==> src/rtl/dbg_pkg.sv <==
// Shared debug-module definitions for the abstract access-register path.
//   cmderr_e     : cmderr codes returned to the DM (the DM keeps them sticky)
//   AARSIZE_32   : the only supported aarsize (32-bit access)
//   REGNO_*      : default regno map (GPR window base, top of CSR window)
//   dra_state_e  : sequencer states
package dbg_pkg;

  typedef enum logic [2:0] {
    CMDERR_NONE       = 3'd0,
    CMDERR_BUSY       = 3'd1,
    CMDERR_NOTSUP     = 3'd2,
    CMDERR_EXCEPTION  = 3'd3,
    CMDERR_HALTRESUME = 3'd4,
    CMDERR_BUS        = 3'd5,
    CMDERR_OTHER      = 3'd7
  } cmderr_e;

  localparam logic [2:0]  AARSIZE_32      = 3'd2;
  localparam logic [15:0] REGNO_GPR_BASE  = 16'h1000;
  localparam logic [15:0] REGNO_CSR_LIMIT = 16'h0FFF;

  typedef enum logic [1:0] {
    IDLE,
    ISSUE,
    RESP
  } dra_state_e;

endpackage

==> src/rtl/dbg_acc_watchdog.sv <==
// Bus-access timeout counter.
//   iClk/iRst : clock, async active-high reset
//   iClr      : force count to zero (used whenever no access is outstanding)
//   iEn       : count this cycle (access outstanding and not acknowledged)
//   oExpire   : this is the last permitted cycle; count reached TIMEOUT_CYCLES-1
module dbg_acc_watchdog #(
  parameter int TIMEOUT_CYCLES = 16
) (
  input  logic iClk,
  input  logic iRst,
  input  logic iClr,
  input  logic iEn,
  output logic oExpire
);

  localparam int              CW   = $clog2(TIMEOUT_CYCLES);
  localparam logic [CW-1:0]   LAST = CW'(TIMEOUT_CYCLES - 1);

  logic [CW-1:0] cnt_q, cnt_d;

  assign oExpire = iEn && (cnt_q == LAST);

  always_comb begin
    cnt_d = cnt_q;
    if (iClr)
      cnt_d = '0;
    else if (iEn && !oExpire)
      cnt_d = cnt_q + CW'(1);
  end

  always_ff @(posedge iClk or posedge iRst) begin
    if (iRst) cnt_q <= '0;
    else      cnt_q <= cnt_d;
  end

endmodule

==> src/rtl/dbg_reg_access_ctrl.sv <==
// Abstract "access register" sequencer between the DebugModule and the
// register-file / CSR debug access buses.
//   iCmd*/oCmdReady : command from DM (valid/ready), regno, size, write, wdata
//   oRsp*/iRspReady : response to DM, held until accepted; cmderr in oRspErr
//   oBusy           : command in flight (after accept until response handshake)
//   oRf*/iRf*       : GPR access bus (x0..x31)
//   oCsr*/iCsr*     : CSR access bus (12-bit address)
// One command at a time: decode on accept, one bus access with timeout,
// then a single response.
module dbg_reg_access_ctrl
  import dbg_pkg::*;
#(
  parameter int          TIMEOUT_CYCLES = 16,
  parameter logic [15:0] GPR_BASE       = REGNO_GPR_BASE,
  parameter logic [15:0] CSR_LIMIT      = REGNO_CSR_LIMIT
) (
  input  logic        iClk,
  input  logic        iRst,
  input  logic        iHalted,
  input  logic        iCmdValid,
  output logic        oCmdReady,
  input  logic        iCmdWrite,
  input  logic [15:0] iCmdRegno,
  input  logic [2:0]  iCmdSize,
  input  logic [31:0] iCmdWData,
  output logic        oRspValid,
  input  logic        iRspReady,
  output logic [31:0] oRspData,
  output logic [2:0]  oRspErr,
  output logic        oBusy,
  output logic        oRfEn,
  output logic        oRfWrite,
  output logic [4:0]  oRfAddr,
  output logic [31:0] oRfWData,
  input  logic [31:0] iRfRData,
  input  logic        iRfAck,
  output logic        oCsrEn,
  output logic        oCsrWrite,
  output logic [11:0] oCsrAddr,
  output logic [31:0] oCsrWData,
  input  logic [31:0] iCsrRData,
  input  logic        iCsrAck
);

  dra_state_e  state_q, state_d;
  logic        tgt_csr_q, tgt_csr_d;
  logic        write_q, write_d;
  logic [11:0] addr_q, addr_d;
  logic [31:0] wdata_q, wdata_d;
  logic [31:0] rsp_data_q, rsp_data_d;
  cmderr_e     rsp_err_q, rsp_err_d;

  logic [15:0] gpr_off;
  logic        is_gpr, is_csr, issuing, ack, wd_expire;

  // GPR window is 32 entries starting at GPR_BASE; checked before the CSR window.
  assign gpr_off = iCmdRegno - GPR_BASE;
  assign is_gpr  = (iCmdRegno >= GPR_BASE) && (gpr_off[15:5] == '0);
  assign is_csr  = (iCmdRegno <= CSR_LIMIT);

  // Enables are pure state decode so an async reset drops them at once.
  assign issuing = (state_q == ISSUE);
  assign ack     = tgt_csr_q ? iCsrAck : iRfAck;

  dbg_acc_watchdog #(.TIMEOUT_CYCLES(TIMEOUT_CYCLES)) u_wdog (
    .iClk    (iClk),
    .iRst    (iRst),
    .iClr    (!issuing),
    .iEn     (issuing && !ack),  // ack on the final cycle still wins
    .oExpire (wd_expire)
  );

  always_comb begin
    state_d    = state_q;
    tgt_csr_d  = tgt_csr_q;
    write_d    = write_q;
    addr_d     = addr_q;
    wdata_d    = wdata_q;
    rsp_data_d = rsp_data_q;
    rsp_err_d  = rsp_err_q;
    case (state_q)
      IDLE: begin
        if (iCmdValid) begin
          write_d    = iCmdWrite;
          wdata_d    = iCmdWData;
          rsp_data_d = '0;
          rsp_err_d  = CMDERR_NONE;
          state_d    = ISSUE;
          if (!iHalted) begin
            rsp_err_d = CMDERR_HALTRESUME;
            state_d   = RESP;
          end else if (iCmdSize != AARSIZE_32) begin
            rsp_err_d = CMDERR_NOTSUP;
            state_d   = RESP;
          end else if (is_gpr) begin
            tgt_csr_d = 1'b0;
            addr_d    = {7'd0, gpr_off[4:0]};
          end else if (is_csr) begin
            tgt_csr_d = 1'b1;
            addr_d    = iCmdRegno[11:0];
          end else begin
            rsp_err_d = CMDERR_NOTSUP;
            state_d   = RESP;
          end
        end
      end
      ISSUE: begin
        if (ack) begin
          rsp_data_d = write_q ? '0 : (tgt_csr_q ? iCsrRData : iRfRData);
          rsp_err_d  = CMDERR_NONE;
          state_d    = RESP;
        end else if (wd_expire) begin
          rsp_data_d = '0;
          rsp_err_d  = CMDERR_EXCEPTION;
          state_d    = RESP;
        end
      end
      RESP: begin
        if (iRspReady) state_d = IDLE;
      end
      default: state_d = IDLE;
    endcase
  end

  always_ff @(posedge iClk or posedge iRst) begin
    if (iRst) begin
      state_q    <= IDLE;
      tgt_csr_q  <= 1'b0;
      write_q    <= 1'b0;
      addr_q     <= '0;
      wdata_q    <= '0;
      rsp_data_q <= '0;
      rsp_err_q  <= CMDERR_NONE;
    end else begin
      state_q    <= state_d;
      tgt_csr_q  <= tgt_csr_d;
      write_q    <= write_d;
      addr_q     <= addr_d;
      wdata_q    <= wdata_d;
      rsp_data_q <= rsp_data_d;
      rsp_err_q  <= rsp_err_d;
    end
  end

  assign oCmdReady = (state_q == IDLE);
  assign oRspValid = (state_q == RESP);
  assign oBusy     = (state_q != IDLE);
  assign oRspData  = rsp_data_q;
  assign oRspErr   = rsp_err_q;

  assign oRfEn     = issuing && !tgt_csr_q;
  assign oRfWrite  = oRfEn && write_q;
  assign oRfAddr   = addr_q[4:0];
  assign oRfWData  = wdata_q;

  assign oCsrEn    = issuing && tgt_csr_q;
  assign oCsrWrite = oCsrEn && write_q;
  assign oCsrAddr  = addr_q;
  assign oCsrWData = wdata_q;

endmodule

==> config.mk <==
export PLATFORM = sky130hd
export DESIGN_NAME = dbg_reg_access_ctrl
export DESIGN_NICKNAME = d
export VERILOG_FILES = /design/src/rtl/dbg_pkg.sv /design/src/rtl/dbg_acc_watchdog.sv /design/src/rtl/dbg_reg_access_ctrl.sv
export SDC_FILE = /design/constraint.sdc
export NUM_CORES = 1
export LEC_CHECK = 0
export CAP_MARGIN = 20
export CORE_ASPECT_RATIO = 0.6
export CORE_MARGIN = 2
export CORE_UTILIZATION = 55
export DETAILED_ROUTE_END_ITERATION = 16
export DONT_BUFFER_PORTS = 1
export PLACE_DENSITY_LB_ADDON = 0.15
export RECOVER_POWER = 100
export SLEW_MARGIN = 20
export SYNTH_ARGS = -nofsm -noshare
export SYNTH_HDL_FRONTEND = slang
export SYNTH_SLANG_ARGS = --single-unit
==> constraint.sdc <==
create_clock -name iClk -period 4.6 [get_ports iClk]
set_input_delay 0.46 -clock iClk [delete_from_list [all_inputs] [get_ports iClk]]
set_output_delay 0.46 -clock iClk [all_outputs]
set_load 0.03 [all_outputs]
# == Yosys cells after proc, flatten, opt, wreduce, memory -nomap -nowiden ==
# Cells that the tools add are included.
# word_totals
regBits,87
inputBits,123
# classes
addsub,2
magnitude_cmp,2
eq_ne,8
muxes,30
bitwise_logic,1
n_reduce_logical,20
# op_table
cell,n
2-to-1 mux 32 bit,5
one-hot mux 32 bit (2 select lines),1
2-to-1 mux 12 bit,2
2-to-1 mux 2 bit,11
>= comparator 16 x 13 -> 1 bit (second input constant),1
less-or-equal comparator 16 x 12 -> 1 bit (second input constant),1
subtractor 16 x 13 -> 16 bit (second input constant),1
2-to-1 mux 3 bit,4
zero test 11 bit,1
logical AND 1 bit,8
2-to-1 mux 4 bit,2
one-hot mux 2 bit (3 select lines),1
one-hot mux 3 bit (2 select lines),1
AND reduction 3 bit,2
nonzero test 2 bit,3
AND reduction 5 bit,1
adder 4 x 1 -> 4 bit (second input constant),1
== test 4 bit (second input constant),1
!= test 2 x 1 -> 1 bit (second input constant),2
zero test 1 bit,3
2-to-1 mux 1 bit,3
!= test 3 x 1 -> 1 bit (second input constant),1
!= test 3 x 2 -> 1 bit (second input constant),1
== test 2 x 1 -> 1 bit (second input constant),1
other kinds (5),5

# == Logic depth before layout (Yosys ltp) ==
# Gate-level depths: netlist (run 1).
# depth
depth_word,8
ltp_mapped,7
depth_no_buf,6

# == Modules after synthesis ==
# A second synthesis (run 1) with hierarchy kept.
# hier_totals
cells_unflattened,354
hier_area_um2,4124.0
# by_module_without_submodules
mod,instances,cells_per_inst,area_per_inst_um2,seq_area_each_um2
dbg_reg_access_ctrl,1,331,3890.0,2077.0
dbg_acc_watchdog,1,23,234.0,100.1

# == Least setup slack after synthesis (run 1) ==
# OpenSTA, ideal clock, no wires.
# synth_path
path_kind,input to register
startpoint,input iCmdRegno[12]
endpoint,"register addr_q[0], in the netlist oCsrAddr[0]"
arrival_time_ns,1.891
slack_ns,2.584
stages,7
path_buffers,1
cell_sequence,inv_1 ha_1 xnor2_1 and4b_1 o31ai_4 buf_6 mux2_4
# synth_between
elab_chain_cells,5
# synth_lines
item,line_no,rtl
from (decl),dbg_reg_access_ctrl.sv:23,"input logic [15:0] iCmdRegno,"
subtractor 16 x 13 -> 16 bit,dbg_reg_access_ctrl.sv:57,assign gpr_off = iCmdRegno - GPR_BASE;
zero test 11 bit,dbg_reg_access_ctrl.sv:58,assign is_gpr = (iCmdRegno >= GPR_BASE) && (gpr_off[15:5] == '0);
logical AND 1 bit,dbg_reg_access_ctrl.sv:58,
nonzero test 2 bit (no source line),-,
AND reduction 5 bit (no source line),-,
to (signal assigned),dbg_reg_access_ctrl.sv:138,addr_q <= addr_d;
to (decl),dbg_reg_access_ctrl.sv:48,"logic [11:0] addr_q, addr_d;"
# Several ways; a longest one is shown, not always the timed one.
# A chain may end at the register's enable or synchronous reset.

# == Worst setup path in the final report (run 1) ==
# layout_path
startpoint,register state_q[0]
endpoint,"register addr_q[7], in the netlist oCsrAddr[7]"
# layout_between
elab_chain_cells,2
# layout_lines
item,line_no,rtl
from (decl),dbg_reg_access_ctrl.sv:45,"dra_state_e state_q, state_d;"
from (signal assigned),dbg_reg_access_ctrl.sv:135,state_q <= state_d;
zero test 2 bit,dbg_reg_access_ctrl.sv:81,case (state_q)
AND reduction 5 bit (no source line),-,
# No other way between the ends.

==> results of run 1 <==
## path summary, 6_finish.rpt
path	end	from	slack, ns
max in group asynchronous	tgt_csr_q	iRst	2.77
min in group asynchronous	oCsrWData[12]	iRst	0.50
setup / recovery	oCsrAddr[7]	state_q[0]	1.45
setup reg to reg	oCsrAddr[7]	state_q[0]	1.45
hold reg to reg	u_wdog.cnt_q[3]	u_wdog.cnt_q[3]	0.51
hold / removal	oRspErr[2]	iHalted	0.23
## cell families (layout without fill, tap and decap cells)
group	count (synthesis)	in the layout	share of synthesized area, %
AOI/OAI and AO/OA	50	50	6.98
xor gates and xnor gates	2	2	0.418
adders and majority gates	3	3	0.895
buffers and inverters	60	26	9.39
DFF	87	87	51.9
muxes	78	78	20.8
and+or+nand+nor	79	79	9.57
## worst max-delay path: stages, from the launching register on
cell and delay, ns:
dfrtp_1 0.49, nor3b_4 0.21, clkbuf_1 1.32, and3_1 0.37, o31ai_2 0.25, mux2_1 0.38
## cell usage in the layout (no fill, tap or decap), types with 2 or more instances in the layout
cell type,netlist,routed
a22oi_1,2,2
bufinv_16,0,2
dfrtp_1,87,86
nand4_1,3,3
buf_4,41,2
clkbuf_16,0,9
o211ai_1,2,2
and3_1,3,4
clkbuf_1,5,3
clkinvlp_4,0,2
a21oi_1,4,4
o21ai_0,31,36
inv_1,6,5
nor4_1,2,2
nor2_1,8,8
ha_1,3,3
nand3_1,4,4
mux2i_1,32,33
mux2_2,36,43
and4b_1,2,2
mux2_1,0,2
nand2b_1,2,2
nand2_1,43,43
## flip-flops by register name, summed over array words and instances, names as in the netlist
name / count
oCsrAddr: 12
oCsrWData: 32
oRspData: 32
oRspErr: 3
state_q: 2
tgt_csr_q: 1
u_wdog.cnt_q: 4
write_q: 1
## metal layers
metal | part of all wire (%) | GRT usage (%) | vias to the layer above
met5 | 0 | 0 | -
li1 | - | - | 1135
met1 | 40 | 25.6 | 1232
met2 | 50 | 32.9 | 115
met3 | 9.6 | 7.78 | 10
met4 | 0.88 | 6.01 | 0
## metrics by stage
stage	hold slack, ns	setup slack, ns	area, sq um	utilization [%]	std cells
global route	0.224	1.14	4250	58.0	429
global placement	0.496	2.22	3990	54.4	413
finish	0.226	1.45	4250	58.0	429
CTS	0.142	2.23	4310	58.8	429
floorplan	0.464	1.89	4200	-	359
detailed placement	0.498	2.19	3990	54.4	413
## power by group through the flow
stage,registers (W),clock network (W),logic (W)
floorplan,0.00136,0,0.000781
global placement,0.00174,0,0.000284
detailed placement,0.00174,0,0.000292
CTS,0.00173,0.000789,0.000293
global route,0.00175,0.000821,0.000315
finish,0.00172,0.000772,0.000286
## layout make-up
cell class	count	area share [%]
inverters	6	0.559
multi-input cells	212	37.0
repair buffers	4	0.530
flip-flops and latches	87	51.3
clock inverters	6	2.18
well taps	104	3.06
clock buffers	10	5.39
==> results.py, run 1 <==
metrics = {
    "cts": {
        "clock_latency_ns": 0.34,
        "cts_buffers": 9,
        "cts_tree": "built",
        "cts_buffer_depth": 2,
        "clkTransAtPathRegs_ns": 0.06,
        "cts_max_level": 3,
        "cts.sinks": 87,
        "cts_setup_buffers": 0,
        "clock-root-buffer": "clkbuf_16",
        "cts_hold_buf": 0,
        "cts_resized": 0,
    },
    "setup_path": {
        "crit_type": "flop to flop",
        "crit_arrival_ns": 3.37,
        "cp.required_ns": 4.82,
        "startpoint_type": "flop",
        "worstSetupEndpointType": "flop",
        "path_max_fanout": 35,
        "r2r_cells": 5,
    },
    "timing": {
        "rsz0062_at_grt": "false",
        "drv_slew": 83,
        "fin_skew_ns": 0.00684,
        "hold_viol": 0,
        "period_needed_ns": 3.15,
        "slew_headroom_pct": -30.9,
        "fin_tns_setup_ns": 0,
        "worst_slew_pin_slew_ns": 1.95,
        "fmax_ghz": 0.317,
        "min_period_over_period_pct": 68.5,
        "setup_viol": 0,
    },
    "final_layout": {
        "final.fill_count": 650,
        "drive_gt1_share_pct": 20.0,
        "multi_input_area_sq_um": 1570,
        "syn_to_final_growth_pct": 1.28,
        "register_area_sq_um": 2180,
        "nets": 446,
        "n_antenna_cell": 0,
    },
    "synth": {
        "synth_nets": 485,
        "synth.top_cells.by_area": "dfrtp_1, mux2_2, mux2i_1",
        "yosys.cell_types.count": 45,
        "syn-cell-area_sq_um": 4200,
        "synth_async_sr_flop_share_pct": 100,
        "post-synth-top-area-fraction_pct": 51.9,
        "yosysMostFrequentCell": "dfrtp_1",
        "synth_ff_type": "dfrtp_1",
        "synth-edff-count": 0,
        "synth_common_cells": "dfrtp_1, nand2_1, buf_4, mux2_2, mux2i_1",
        "synth_cells": 359,
        "syn_area_per_cell_sq_um": 11.7,
        "ys_seq_area_share_pct": 51.9,
        "yosys_warnings": 0,
        "synth_area_leader_cell": "dfrtp_1",
        "ys_seq_elements": 87,
    },
    "detailed_routing": {
        "drc_errors": 0,
        "drtPass1Iterations": 4,
        "finalWirelength_um": 8660,
        "drtIter0Drc": 97,
        "antenna_left": 0,
        "wire_per_inst_um": 20.2,
        "via_count": 2492,
        "via_per_inst": 5.81,
    },
    "floorplan": {
        "core.rowCount": 24,
        "die_h_um": 71.7,
        "fp.dieW_um": 117,
        "core_area_sq_um": 7330,
        "io_pins": 246,
        "dieArea_sq_um": 8370,
        "start_util_pct": 57.3,
    },
    "global_routing": {
        "grt_max_degree": 47,
        "grt_pass1_vias": 2449,
        "grt_overflow": 0,
        "antenna_found_initial": 0,
        "grt_usage_pct": 20.3,
        "grt_pass1_wl_um": 12800,
    },
    "hold_path": {
        "hold_path_depth": 1,
        "hold_class": "primary input to flop",
    },
    "power": {
        "sw_frac_of_total_pct": 44.3,
        "p_int_w": 0.00155,
        "p_sw_w": 0.00123,
        "seqPwrFrac_pct": 61.9,
        "p_per_area_nw_per_um2": 654,
        "clkPwrFrac_pct": 27.8,
        "p_leak_nw": 2.09,
        "comb_power_share_pct": 10.3,
        "peakVddDrop_mv": 0.231,
        "fin_total_pwr_w": 0.00278,
    },
    "placement": {
        "portBuffers": 0,
        "dp_hpwl_um": 6510,
        "place_congestion": 0.755,
    },
    "flow_run": {
        "cap_viol_max_count": 3,
    },
    "run_status": {
        "status": "finished, violations left",
        "violations": "capacitance limit, slew limit",
    },
}
Note: power is estimated with default switching activity, not from simulation.
==> run 2: changes to the inputs <==
- clock period: 4.6 -> 3.2 ns (I/O delays scaled with it)
==> run 2 against run 1 <==
Against the previous run: the run still ends with capacitance limit, slew limit left; die area unchanged; count of clock-buffer cells in the layout unchanged; combinational power up 43%; first-iteration DRC count up 10%; wire length down 0.50%; clock power up 46%; critical path type unchanged; critical endpoint is now oCsrWData[12]; largest cell class unchanged.
==> results.py, run 2 (same netlist as run 1, synthesis figures left out) <==
metrics = {
    "run_status": {
        "status": "finished, violations left",
        "violations": "capacitance limit, slew limit",
    },
    "global_routing": {
        "antenna_found_initial": 0,
        "grt_overflow": 0,
        "grt_max_degree": 37,
        "grt_pass1_vias": 2399,
        "grt_usage_pct": 20.3,
        "grt_pass1_wl_um": 13000,
    },
    "final_layout": {
        "n_antenna_cell": 0,
        "final_common_cell": "dfrtp_1",
        "final.fill_count": 640,
        "syn_to_final_growth_pct": 2.21,
        "nets": 448,
        "stdcell_area_sq_um": 4290,
        "final_cell_mix": "dfrtp_1, nand2_1, mux2_2, o21ai_0, mux2i_1",
        "drive_gt1_share_pct": 20.8,
    },
    "cts": {
        "cts_resized": 0,
        "cts_setup_buffers": 0,
        "cts_max_level": 3,
        "cts_buffer_depth": 2,
        "clock-root-buffer": "clkbuf_16",
        "clkTransAtPathRegs_ns": 0.06,
        "cts_tree": "built",
        "cts_buffers": 9,
        "clock_latency_ns": 0.33,
        "cts_hold_buf": 1,
        "cts.sinks": 87,
    },
    "hold_path": {
        "hold_class": "primary input to flop",
        "hold_path_depth": 1,
    },
    "timing": {
        "slew_headroom_pct": -12.4,
        "worst_slew_pin_slew_ns": 1.69,
        "drv_slew": 34,
        "rsz0062_at_grt": "false",
        "fmax_ghz": 0.385,
        "hold_viol": 0,
        "period_needed_ns": 2.59,
        "fin_tns_setup_ns": 0,
        "fin_skew_ns": 0.00362,
        "min_period_over_period_pct": 81.1,
        "setup_viol": 0,
    },
    "power": {
        "p_per_area_nw_per_um2": 935,
        "peakVddDrop_mv": 0.332,
        "p_leak_nw": 2.11,
    },
    "floorplan": {
        "io_pins": 246,
        "die_h_um": 71.7,
        "start_util_pct": 57.3,
        "core.rowCount": 24,
        "core_area_sq_um": 7330,
        "fp.dieW_um": 117,
        "dieArea_sq_um": 8370,
    },
    "setup_path": {
        "worstSetupEndpointType": "flop",
        "cp.required_ns": 3.41,
        "cp_slowest_stage_delay_ns": 1.24,
        "slowest_stage": "clkbuf_1",
        "crit_arrival_ns": 2.80,
        "worstPathCellList": "nor3b_4, clkbuf_1, mux2_2",
        "r2r_cells": 3,
        "startpoint_type": "flop",
        "crit_type": "flop to flop",
        "path_max_fanout": 33,
    },
    "detailed_routing": {
        "wire_per_inst_um": 20.0,
        "drtPass1Iterations": 4,
        "via_per_inst": 5.77,
        "drc_errors": 0,
        "via_count": 2485,
        "antenna_left": 0,
        "finalWirelength_um": 8610,
        "drtIter0Drc": 107,
    },
    "placement": {
        "dp_hpwl_um": 6500,
        "placed_cell_area_sq_um": 3990,
        "portBuffers": 0,
        "place_congestion": 0.785,
    },
    "flow_run": {
        "cap_viol_max_count": 1,
    },
}
[run 2: layer usage]
layer  wire, um  vias to the layer above  global-route usage [%]
met5          0                        -                       0
met4         40                        0                    4.18
met3        770                        5                    8.63
met2       4280                      115                    32.5
met1       3530                     1228                    26.3
li1           -                     1137                       -
[run 2: critical path, delay by kind of cell (launching register included)]
family / cells / cell delay [ns]
buffers and inverters: 1 / 1.24
flip-flops: 1 / 0.49
multiplexers: 1 / 0.44
AND/OR/NAND/NOR: 1 / 0.28
[run 2: power by group]
part	internal (W)	switching, W	leakage, nW
combinational	0.000226	0.000184	0.826
sequential	0.00131	0.00116	1.13
clock	0.000709	0.000421	0.155
[run 2: final timing paths]
kind | from | to | slack, ns
worst max-delay path | state_q[0] | oCsrWData[12] | 0.61
worst min-delay path | iHalted | oRspErr[2] | 0.09
worst max register to register | state_q[0] | oCsrWData[12] | 0.61
worst min register to register | u_wdog.cnt_q[3] | u_wdog.cnt_q[3] | 0.51
max in group asynchronous | iRst | oCsrAddr[9] | 1.17
min in group asynchronous | iRst | oCsrWData[29] | 0.68
[run 2: area by class of cell]
cell class                      instances  area (sq um)  share of cell area (%)
Timing Repair Buffer                    6          38.8                   0.905
Clock buffer                           10           239                    5.57
Multi-Input combinational cell        212          1590                    37.0
Clock inverter                          6          92.6                    2.16
Inverter                                6          23.8                   0.554
Tap cell                              104           130                    3.03
Sequential cell                        87          2180                    50.8
[run 2: metrics by stage]
step	power (W)	worst slack (ns)	utilization (%)	hold WS [ns]	cells
finish	0.00401	0.605	58.5	0.0918	431
global route	0.00419	0.403	58.5	0.0771	431
CTS	0.00406	0.862	59.2	0.0809	431
detailed placement	0.00293	0.909	54.5	0.219	414
global placement	0.00291	0.955	54.5	0.224	414
floorplan	0.00308	0.630	-	0.419	359
==> run 3: changes to the inputs <==
- ABC_AREA: default -> 1
- clock period: 3.2 -> 2.12 ns (I/O delays scaled with it)
==> run 3 against run 2 <==
Against the previous run: the flow now finishes without violations; synthesized area increased by 1.0%; clock power increased by 45%; global-route usage increased by 3.2 points; critical endpoint is now oRfWrite; largest cell class unchanged.
==> results.py, run 3 <==
metrics = {
    "hold_path": {
        "hold_class": "primary input to flop",
        "hold_end": "oCsrWData[28]",
        "hold_path_depth": 2,
        "hp-start": "iCmdWData[28]",
    },
    "final_layout": {
        "final_common_cell": "nand2_1",
        "n_antenna_cell": 0,
        "nets": 586,
        "final_cell_mix": "nand2_1, dfrtp_1, o21ai_0, mux2i_1, nor2_1",
        "drive_gt1_share_pct": 8.39,
        "final.fill_count": 636,
        "syn_to_final_growth_pct": 6.32,
        "final_core_util_pct": 61.2,
    },
    "detailed_routing": {
        "via_count": 3038,
        "wire_per_inst_um": 17.2,
        "via_per_inst": 5.34,
        "finalWirelength_um": 9760,
        "antenna_left": 0,
        "drtIter0Drc": 165,
        "drc_errors": 0,
        "drtPass1Iterations": 5,
    },
    "synth": {
        "yosys.cell_types.count": 29,
        "ys_seq_area_share_pct": 51.4,
        "synth_async_sr_flop_share_pct": 100,
        "synth_ff_type": "dfrtp_1",
        "synth_cells": 478,
        "syn-cell-area_sq_um": 4240,
        "synth_area_leader_cell": "dfrtp_1",
        "post-synth-top-area-fraction_pct": 51.4,
        "synth_common_cells": "nand2_1, dfrtp_1, buf_4, mux2i_1, o21ai_1",
        "synth.top_cells.by_area": "dfrtp_1, nand2_1, mux2i_1",
        "synth-edff-count": 0,
        "yosys_warnings": 0,
        "ys_seq_elements": 87,
        "synth_nets": 604,
        "syn_area_per_cell_sq_um": 8.87,
        "yosysMostFrequentCell": "nand2_1",
    },
    "cts": {
        "cts_tree": "built",
        "clkTransAtPathRegs_ns": 0.06,
        "cts_buffers": 9,
        "clock_latency_ns": 0.33,
        "clock-root-buffer": "clkbuf_16",
        "cts_hold_buf": 16,
        "cts.sinks": 87,
        "cts_max_level": 3,
        "cts_resized": 0,
        "cts_setup_buffers": 0,
        "cts_buffer_depth": 2,
    },
    "timing": {
        "setup_viol": 0,
        "worst_slew_pin_slew_ns": 1.22,
        "fin_tns_setup_ns": 0,
        "drv_slew": 0,
        "fin_skew_ns": 0.00572,
        "fmax_ghz": 0.541,
        "slew_headroom_pct": 18.6,
        "period_needed_ns": 1.85,
        "rsz0062_at_grt": "false",
        "min_period_over_period_pct": 87.1,
        "hold_viol": 0,
    },
    "floorplan": {
        "start_util_pct": 57.6,
        "dieArea_sq_um": 8450,
        "die_h_um": 72.0,
        "core_area_sq_um": 7360,
        "core.rowCount": 24,
        "fp.dieW_um": 117,
        "io_pins": 246,
    },
    "placement": {
        "dp_hpwl_um": 7110,
        "place_congestion": 0.799,
        "portBuffers": 0,
    },
    "power": {
        "p_per_area_nw_per_um2": 1390,
        "p_leak_nw": 2.19,
        "peakVddDrop_mv": 0.639,
    },
    "setup_path": {
        "cp_slowest_stage_delay_ns": 0.42,
        "r2r_cells": 9,
        "cp_top_family": "buffers and inverters",
        "path_max_fanout": 7,
        "crit_type": "flop to output port",
        "startpoint_type": "flop",
        "slowest_stage": "dfrtp_1",
        "path_buf_inv": 2,
        "worst_r2r_startpoint": "state_q[1]",
        "cp.required_ns": 1.91,
        "crit_arrival_ns": 1.64,
        "worstReg2RegEnd": "oRspErr[1]",
        "rrSetupSlack_ns": 0.28,
        "worstSetupEndpointType": "output port",
        "worstPathCellList": "inv_1, nand2_1, nor3_1, clkbuf_1",
    },
    "run_status": {
        "status": "finished, final reports clean",
    },
    "global_routing": {
        "grt_max_degree": 51,
        "antenna_found_initial": 0,
        "grt_pass1_vias": 3035,
        "grt_pass1_wl_um": 15700,
        "grt_overflow": 0,
        "grt_usage_pct": 23.6,
    },
    "flow_run": {
        "cap_viol_max_count": 0,
    },
}
-- run 3: layout make-up --
class	count	area (sq um)	area share [%]
clock inverter	5	82.6	1.83
inverter	23	90.1	2.00
multi-input combinational	314	1570	34.9
timing repair buffer	25	218	4.83
tap	104	130	2.89
sequential	87	2180	48.3
clock buffer	11	233	5.17
-- run 3: worst max-delay path by stage --
stage,from,end,slack (ns),cells after the start
after global placement,state_q[0],tgt_csr_q,0.37,7
after global routing,state_q[1],oRspErr[1],0.09,9
after CTS,state_q[0],oCsrAddr[1],0.27,7
after floorplan,tgt_csr_q,oRfWrite,0.42,3
final,state_q[1],oRfWrite,0.27,4
after detailed placement,state_q[0],oCsrAddr[9],0.33,7
-- run 3: kinds of logic (layout without fill, tap and decap cells) --
kind of cell	count (synthesis)	in the layout	synth area share, %
and+or+nand+nor	234	234	23.1
DFF	87	87	51.4
buffers and inverters	77	64	11.2
AOI/OAI and AO/OA	44	44	5.70
muxes	32	32	7.56
adders and majority gates	3	3	0.886
xor gates and xnor gates	1	1	0.207
-- run 3: power breakdown --
part	switching, W	leakage, nW	internal, W
sequential	0.00168	1.15	0.00198
combinational	0.000662	0.898	0.000289
clock	0.000612	0.142	0.00103
total	0.00296	2.19	0.00330
-- run 3: through the flow --
| step | cell area, sq um | total power [W] | hold slack (ns) | worst slack, ns | instances |
|---|---|---|---|---|---|
| finish | 4510 | 0.00626 | 0.00485 | 0.273 | 569 |
| global route | 4510 | 0.00658 | 0.000462 | 0.0923 | 569 |
| CTS | 4530 | 0.00636 | 0.000506 | 0.275 | 568 |
| detailed placement | 4060 | 0.00468 | 0.184 | 0.327 | 536 |
| global placement | 4060 | 0.00462 | 0.177 | 0.372 | 536 |
| floorplan | 4240 | 0.00484 | 0.308 | 0.419 | 478 |
-- run 3: metal layers --
| layer | up-vias | part of all wire (%) | GRT usage, % |
|---|---|---|---|
| met4 | 0 | 1.6 | 7.63 |
| li1 | 1436 | - | - |
| met1 | 1442 | 40 | 28.9 |
| met5 | - | 0 | 0 |
| met2 | 143 | 49 | 39.4 |
| met3 | 17 | 9.3 | 9.04 |
